$ cat config.mk
export PLATFORM = sky130hd
export DESIGN_NAME = frequency_band_analyzer
export DESIGN_NICKNAME = d
export VERILOG_FILES = /design/src/rtl/frequency_band_analyzer.sv
export SDC_FILE = /design/constraint.sdc
export NUM_CORES = 2
export LEC_CHECK = 0
export ABC_AREA = 1
export BUFFER_PORTS_ARGS = -buffer_cell sky130_fd_sc_hd__buf_2
export CAP_MARGIN = 20
export CORE_ASPECT_RATIO = 2
export CORE_MARGIN = 2
export CORE_UTILIZATION = 55
export DETAILED_ROUTE_END_ITERATION = 8
export HOLD_SLACK_MARGIN = 0.08
export PLACE_DENSITY = 0.83
export SKIP_LAST_GASP = 1
export SYNTH_ARGS = -nofsm -noshare
export SYNTH_HDL_FRONTEND = slang
export SYNTH_SLANG_ARGS = --single-unit
$ cat constraint.sdc
create_clock -name clock -period 28.8 [get_ports clock]
set_clock_uncertainty 0.15 [all_clocks]
set_input_delay 8.64 -clock clock [delete_from_list [all_inputs] [get_ports clock]]
set_output_delay 8.64 -clock clock [all_outputs]
set_load 0.03 [all_outputs]
$ cat src/rtl/frequency_band_analyzer.sv
// frequency_band_analyzer: classifies edge-to-edge intervals into programmable tick bands with saturating per-band accumulators
module frequency_band_analyzer #(
  parameter int BANDS = 4,
  parameter int CNT_WIDTH = 32,
  parameter int SYNC_STAGES = 2,
  localparam int IDX_WIDTH = $clog2(BANDS + 1)
) (
  input  logic                 clock,
  input  logic                 clear,
  input  logic                 sample_data,
  input  logic                 enable,
  input  logic                 full_period,
  input  logic                 cfg_we,
  input  logic [IDX_WIDTH-1:0] cfg_index,
  input  logic [CNT_WIDTH-1:0] cfg_ticks,
  input  logic [CNT_WIDTH-1:0] cfg_deviation,
  input  logic                 acc_clear,
  input  logic                 rd_req,
  input  logic [IDX_WIDTH-1:0] rd_index,
  output logic [CNT_WIDTH-1:0] rd_data,
  output logic                 rd_valid,
  output logic [BANDS:0]       overflow,
  output logic                 meas_valid,
  output logic [IDX_WIDTH-1:0] meas_class,
  output logic [CNT_WIDTH-1:0] meas_ticks
);
  typedef enum logic {IDLE, MEASURE} state_t;
  state_t state_q, state_d;
  logic [SYNC_STAGES-1:0] sync_q, sync_d;
  logic s_d_q, s_d_d;
  logic [CNT_WIDTH-1:0] pcnt_q, pcnt_d;
  logic [CNT_WIDTH-1:0] ticks_q [BANDS];
  logic [CNT_WIDTH-1:0] ticks_d [BANDS];
  logic [CNT_WIDTH-1:0] dev_q [BANDS];
  logic [CNT_WIDTH-1:0] dev_d [BANDS];
  logic [CNT_WIDTH-1:0] acc_q [BANDS+1];
  logic [CNT_WIDTH-1:0] acc_d [BANDS+1];
  logic [BANDS:0] overflow_q, overflow_d;
  logic [CNT_WIDTH-1:0] rd_data_q, rd_data_d;
  logic rd_valid_q, rd_valid_d;
  logic meas_valid_q, meas_valid_d;
  logic [IDX_WIDTH-1:0] meas_class_q, meas_class_d;
  logic [CNT_WIDTH-1:0] meas_ticks_q, meas_ticks_d;
  logic s, qual, add_en;
  logic [IDX_WIDTH-1:0] cls, add_idx;
  logic [CNT_WIDTH:0] sum;

  function automatic logic in_band(input logic [CNT_WIDTH-1:0] p, input logic [CNT_WIDTH-1:0] t,
                                   input logic [CNT_WIDTH-1:0] d);
    logic [CNT_WIDTH-1:0] lo;
    logic [CNT_WIDTH:0] hi;
    lo = d > t ? '0 : t - d;
    hi = {1'b0, t} + {1'b0, d};
    return t != '0 && p >= lo && {1'b0, p} <= hi;
  endfunction

  assign s = sync_q[SYNC_STAGES-1];
  assign qual = full_period ? s & ~s_d_q : s ^ s_d_q;

  always_comb begin
    sync_d = {sync_q[SYNC_STAGES-2:0], sample_data};
    s_d_d = s;
  end

  // Walk from the top band down so the lowest matching index wins
  always_comb begin
    cls = IDX_WIDTH'(BANDS);
    for (int b = BANDS - 1; b >= 0; b--)
      if (in_band(pcnt_q, ticks_q[b], dev_q[b])) cls = IDX_WIDTH'(b);
  end

  always_comb begin
    state_d = state_q;
    pcnt_d = pcnt_q;
    add_en = 1'b0;
    add_idx = cls;
    meas_valid_d = 1'b0;
    meas_class_d = meas_class_q;
    meas_ticks_d = meas_ticks_q;
    if (state_q == IDLE) begin
      pcnt_d = '0;
      if (enable && qual) begin
        pcnt_d = CNT_WIDTH'(1);
        state_d = MEASURE;
      end
    end else if (!enable) begin
      add_en = 1'b1;
      add_idx = IDX_WIDTH'(BANDS);
      pcnt_d = '0;
      state_d = IDLE;
    end else if (qual) begin
      add_en = 1'b1;
      meas_valid_d = 1'b1;
      meas_class_d = cls;
      meas_ticks_d = pcnt_q;
      pcnt_d = CNT_WIDTH'(1);
    end else begin
      pcnt_d = &pcnt_q ? pcnt_q : pcnt_q + CNT_WIDTH'(1);
    end
  end

  always_comb begin
    overflow_d = overflow_q;
    sum = '0;
    for (int b = 0; b <= BANDS; b++) begin
      acc_d[b] = acc_q[b];
      if (add_en && add_idx == IDX_WIDTH'(b)) begin
        sum = {1'b0, acc_q[b]} + {1'b0, pcnt_q};
        acc_d[b] = sum[CNT_WIDTH] ? '1 : sum[CNT_WIDTH-1:0];
        overflow_d[b] = overflow_q[b] | sum[CNT_WIDTH];
      end
    end
    if (acc_clear) begin
      overflow_d = '0;
      for (int b = 0; b <= BANDS; b++) acc_d[b] = '0;
    end
  end

  always_comb begin
    for (int b = 0; b < BANDS; b++) begin
      ticks_d[b] = cfg_we && cfg_index == IDX_WIDTH'(b) ? cfg_ticks : ticks_q[b];
      dev_d[b] = cfg_we && cfg_index == IDX_WIDTH'(b) ? cfg_deviation : dev_q[b];
    end
  end

  always_comb begin
    rd_valid_d = rd_req;
    rd_data_d = '0;
    for (int b = 0; b <= BANDS; b++)
      if (rd_req && rd_index == IDX_WIDTH'(b)) rd_data_d = acc_q[b];
  end

  always_ff @(posedge clock or posedge clear) begin
    if (clear) begin
      state_q <= IDLE;
      sync_q <= '0;
      s_d_q <= 1'b0;
      pcnt_q <= '0;
      ticks_q <= '{default: '0};
      dev_q <= '{default: '0};
      acc_q <= '{default: '0};
      overflow_q <= '0;
      rd_data_q <= '0;
      rd_valid_q <= 1'b0;
      meas_valid_q <= 1'b0;
      meas_class_q <= '0;
      meas_ticks_q <= '0;
    end else begin
      state_q <= state_d;
      sync_q <= sync_d;
      s_d_q <= s_d_d;
      pcnt_q <= pcnt_d;
      ticks_q <= ticks_d;
      dev_q <= dev_d;
      acc_q <= acc_d;
      overflow_q <= overflow_d;
      rd_data_q <= rd_data_d;
      rd_valid_q <= rd_valid_d;
      meas_valid_q <= meas_valid_d;
      meas_class_q <= meas_class_d;
      meas_ticks_q <= meas_ticks_d;
    end
  end

  assign rd_data = rd_data_q;
  assign rd_valid = rd_valid_q;
  assign overflow = overflow_q;
  assign meas_valid = meas_valid_q;
  assign meas_class = meas_class_q;
  assign meas_ticks = meas_ticks_q;
endmodule

==> flow_summary_export.csv <==
group,metric,value,unit
run_status,status,"completed",
layout,syn_to_final_growth,7.23,%
detailed_routing,wl_met2,103,mm
layout,drive_above_1_share,0.0594,
die,chipWidth,217,um
worst_setup_path,critPathArrivalTime,12470,ps
layout,final_area,53700,um^2
logic_synthesis,synth-edff-count,0,
clock_network,htree_levels,2,
logic_synthesis,yosysUniqueCellTypes,60,
detailed_routing,wl_per_cell,25.9,um
detailed_routing,wirelength,218,mm
detailed_routing,final_antenna_net_count,0,
placed_design,place_hpwl,167,mm
detailed_routing,via_count,53400,
logic_synthesis,ys_ff_latch,526,
timing,slew_headroom,0.0950,
timing,min_period,12010,ps
grt,grt_pass1_vias,52900,
placed_design,placed_area,51700,um^2
clock_network,cts_setup_buffers,0,
detailed_routing,initialDrtViolationCount,5098,
worst_setup_path,required,29250,ps
timing,min_period_over_period,0.417,
worst_setup_path,crit_path_max_fanout,33,
logic_synthesis,async_flop_share,1.00,
power,p_total,0.00329,W
timing,tightest_slew,1350,ps
detailed_routing,m1WireLength,62.8,mm
power,powerDensity,61.3,nW/um^2
power,p_leak,28.6,nW
logic_synthesis,synthCells,7190,
clock_network,cts_tree,"yes",
timing,hold-worst-slack,199,ps
detailed_routing,drc,0,
detailed_routing,met3WireLength,19.4,mm
die,io_pins,152,
die,core_region_area,90400,um^2
logic_synthesis,ys_warn_count,0,
placed_design,gp_congestion,1.10,
power,power_switching,0.00156,W
power,power_frac_clock,0.224,
worst_setup_path,end_kind,"register",
logic_synthesis,synth_flop_cell,"dfrtp_1",
placed_design,dp_cells,8317,
layout,nNetsFinal,7960,
detailed_routing,topRoutingLayerUsed,"met5",
power,combPwrFrac,0.504,
die,rows,156,
grt,grt_pass1_wl,323,mm
grt,grt_usage,0.468,
timing,hold_viol,0,
die,fp.dieH,431,um
grt,overflow,0,
timing,final-setup-viol-count,0,
power,vdd_drop_max,0.0608,mV
detailed_routing,drt-pass1-iter-count,8,
logic_synthesis,synth_area,50100,um^2
detailed_routing,vias_per_cell,6.33,
clock_network,cts_resized,0,
logic_synthesis,yosysSeqAreaShare,0.263,
clock_network,worst_skew_pair.late_latency,690,ps
timing,slew_violations,0,
clock_network,clkTransAtPathRegs,70,ps
timing,max_freq,0.0833,GHz
timing,setup_tns,0,ps
layout,fillCellCount,8652,
worst_setup_path,start_kind,"input pin",
clock_network,cts-root-buf,"clkbuf_16",
layout,fin_cells,8442,
clock_network,cts_buffers,51,
logic_synthesis,avgSynthCellArea,6.97,um^2
logic_synthesis,synth_fp_nets,7955,
placed_design,io_buffers,151,
die,initial_core_util,0.554,
clock_network,postCtsHoldBufs,0,
power,intPower,0.00174,W
clock_network,clock_path_buffers,3,
clock_network,clock-sinks,526,
power,seqPwrFrac,0.272,
die,die_area,93700,um^2
flow_run,cap_violations,0,
power,netSwitchingFraction,0.472,
timing,rsz0062_at_grt,"no",
worst_setup_path,worstSetupPathType,"input pin to register",
grt,antenna_found_initial,19,
min_path,hold_path_class,"register to register",
grt,grt_max_degree,135,
==> synthesized netlist by cell type (9+ instances only) <==
master     instances  area share
a21oi_1          669       0.067
nor4_1            61      0.0076
a21boi_0          31      0.0046
ha_1             674        0.17
a31oi_1           45      0.0056
nor2_1           530       0.040
a211oi_1          22      0.0033
nand2_1         1541        0.12
o21ai_0          570       0.057
buf_2             87      0.0087
xor2_1           202       0.035
nand3_1          607       0.061
or2_2             49      0.0061
inv_2             14      0.0010
a221oi_1          17      0.0030
inv_1            812       0.061
and2_1             9      0.0011
nor3_1            94      0.0094
dfrtp_1          526        0.26
nand4_1          104       0.013
xnor2_1           54      0.0094
buf_4             10      0.0015
o31ai_1           10      0.0015
a21o_1            36      0.0054
o21a_1            32      0.0048
o2111ai_1         11      0.0019
fa_1              13      0.0052
o21ai_1           54      0.0054
o21bai_1          21      0.0031
nand3b_1          16      0.0024
buf_1             16      0.0012
clkbuf_1         155       0.012
o211ai_1          25      0.0037
==> cells by family (layout without fill, tap and decap cells) <==
logic type / after synthesis / count (layout) / synth area share
AO/OA/AOI/OAI: 1579 / 1579 / 0.173
buffers and inverters: 1103 / 1151 / 0.0864
flip-flops: 526 / 526 / 0.263
XOR/XNOR: 256 / 256 / 0.0448
other: 0 / 19 / 0
adder cells (fa/ha/maj): 687 / 687 / 0.174
AND/OR/NAND/NOR: 3039 / 3039 / 0.260
==> placed cells by master, fill, tap and decap left out, types with 9 or more instances in the layout <==
master / count
o211ai_1: 25
o21bai_1: 21
diode_2: 19
a21oi_1: 666
or2_2: 49
inv_2: 14
clkbuf_16: 52
o21a_1: 32
a31oi_1: 44
ha_1: 674
a211oi_1: 22
nand2_1: 1541
inv_1: 810
o21ai_0: 570
o2111ai_1: 11
nor3_1: 94
nand3b_1: 16
nand3_1: 603
buf_2: 153
dfrtp_1: 518
a21boi_0: 31
a221oi_1: 17
nor2_1: 525
a21o_1: 36
xor2_1: 202
o21ai_1: 54
nand4_1: 104
nor4_1: 61
xnor2_1: 54
and2_1: 9
buf_4: 64
o31ai_1: 10
fa_1: 13
==> metal layers <==
metal,up-vias,GRT usage
li1,24200,-
met2,3059,0.782
met5,-,0.00159
met3,1574,0.158
met1,24600,0.401
met4,12,0.553
==> power groups by stage <==
stage / registers (W) / clock network, W / logic [W]
2_1_floorplan: 0.000877 / 0 / 0.00115
5_1_grt: 0.000903 / 0.000763 / 0.00183
3_3_place_gp: 0.000901 / 0 / 0.00156
6_report: 0.000897 / 0.000737 / 0.00166
4_1_cts: 0.000892 / 0.000734 / 0.00160
3_5_place_dp: 0.000905 / 0 / 0.00159
==> final timing paths <==
check	from	to	slack [ps]	cells after the start
max in group asynchronous	clear	dev_q[94]	17910	4
hold / removal	sync_q[0]	sync_q[1]	200	0
min in group asynchronous	clear	meas_ticks[30]	8000	2
setup / recovery	full_period	overflow[3]	16790	10
hold reg to reg	sync_q[0]	sync_q[1]	200	0
setup reg to reg	ticks_q[34]	overflow[3]	19810	35
==> registers in the layout (all words and copies together) (netlist names) <==
register / flops
acc_q: 160
dev_q: 128
meas_class: 3
meas_ticks: 32
meas_valid: 1
overflow: 5
pcnt_q: 32
rd_data: 32
rd_valid: 1
s_d_q: 1
state_q: 1
sync_q: 2
ticks_q: 128
==> through the flow <==
| step | setup slack, ps | utilization |
|---|---|---|
| 3_3_place_gp | 16420 | 0.572 |
| 4_1_cts | 16910 | 0.592 |
| 2_1_floorplan | 5310 | - |
| 5_1_grt | 16580 | 0.594 |
| 3_5_place_dp | 16270 | 0.572 |
| 6_report | 16790 | 0.594 |
==> critical path, stage by stage <==
cell and delay (ps):
buf_2 100, o21ai_0 630, inv_1 130, nor2_1 730, clkinv_1 300, nor2_4 620
nand2_4 420, clkinv_2 570, nand3b_1 180, nand2_1 100
==> final cells by class <==
type,count,area [um^2],area share
timing repair buffer,225,1390,0.0258
tap,1185,1480,0.0276
clock inverter,30,348,0.00648
sequential,526,13200,0.245
multi-input combinational,5561,32700,0.609
antenna,19,47.5,0.000885
inverter,830,3130,0.0583
clock buffer,66,1420,0.0265
(Power assumes the default switching activity.)
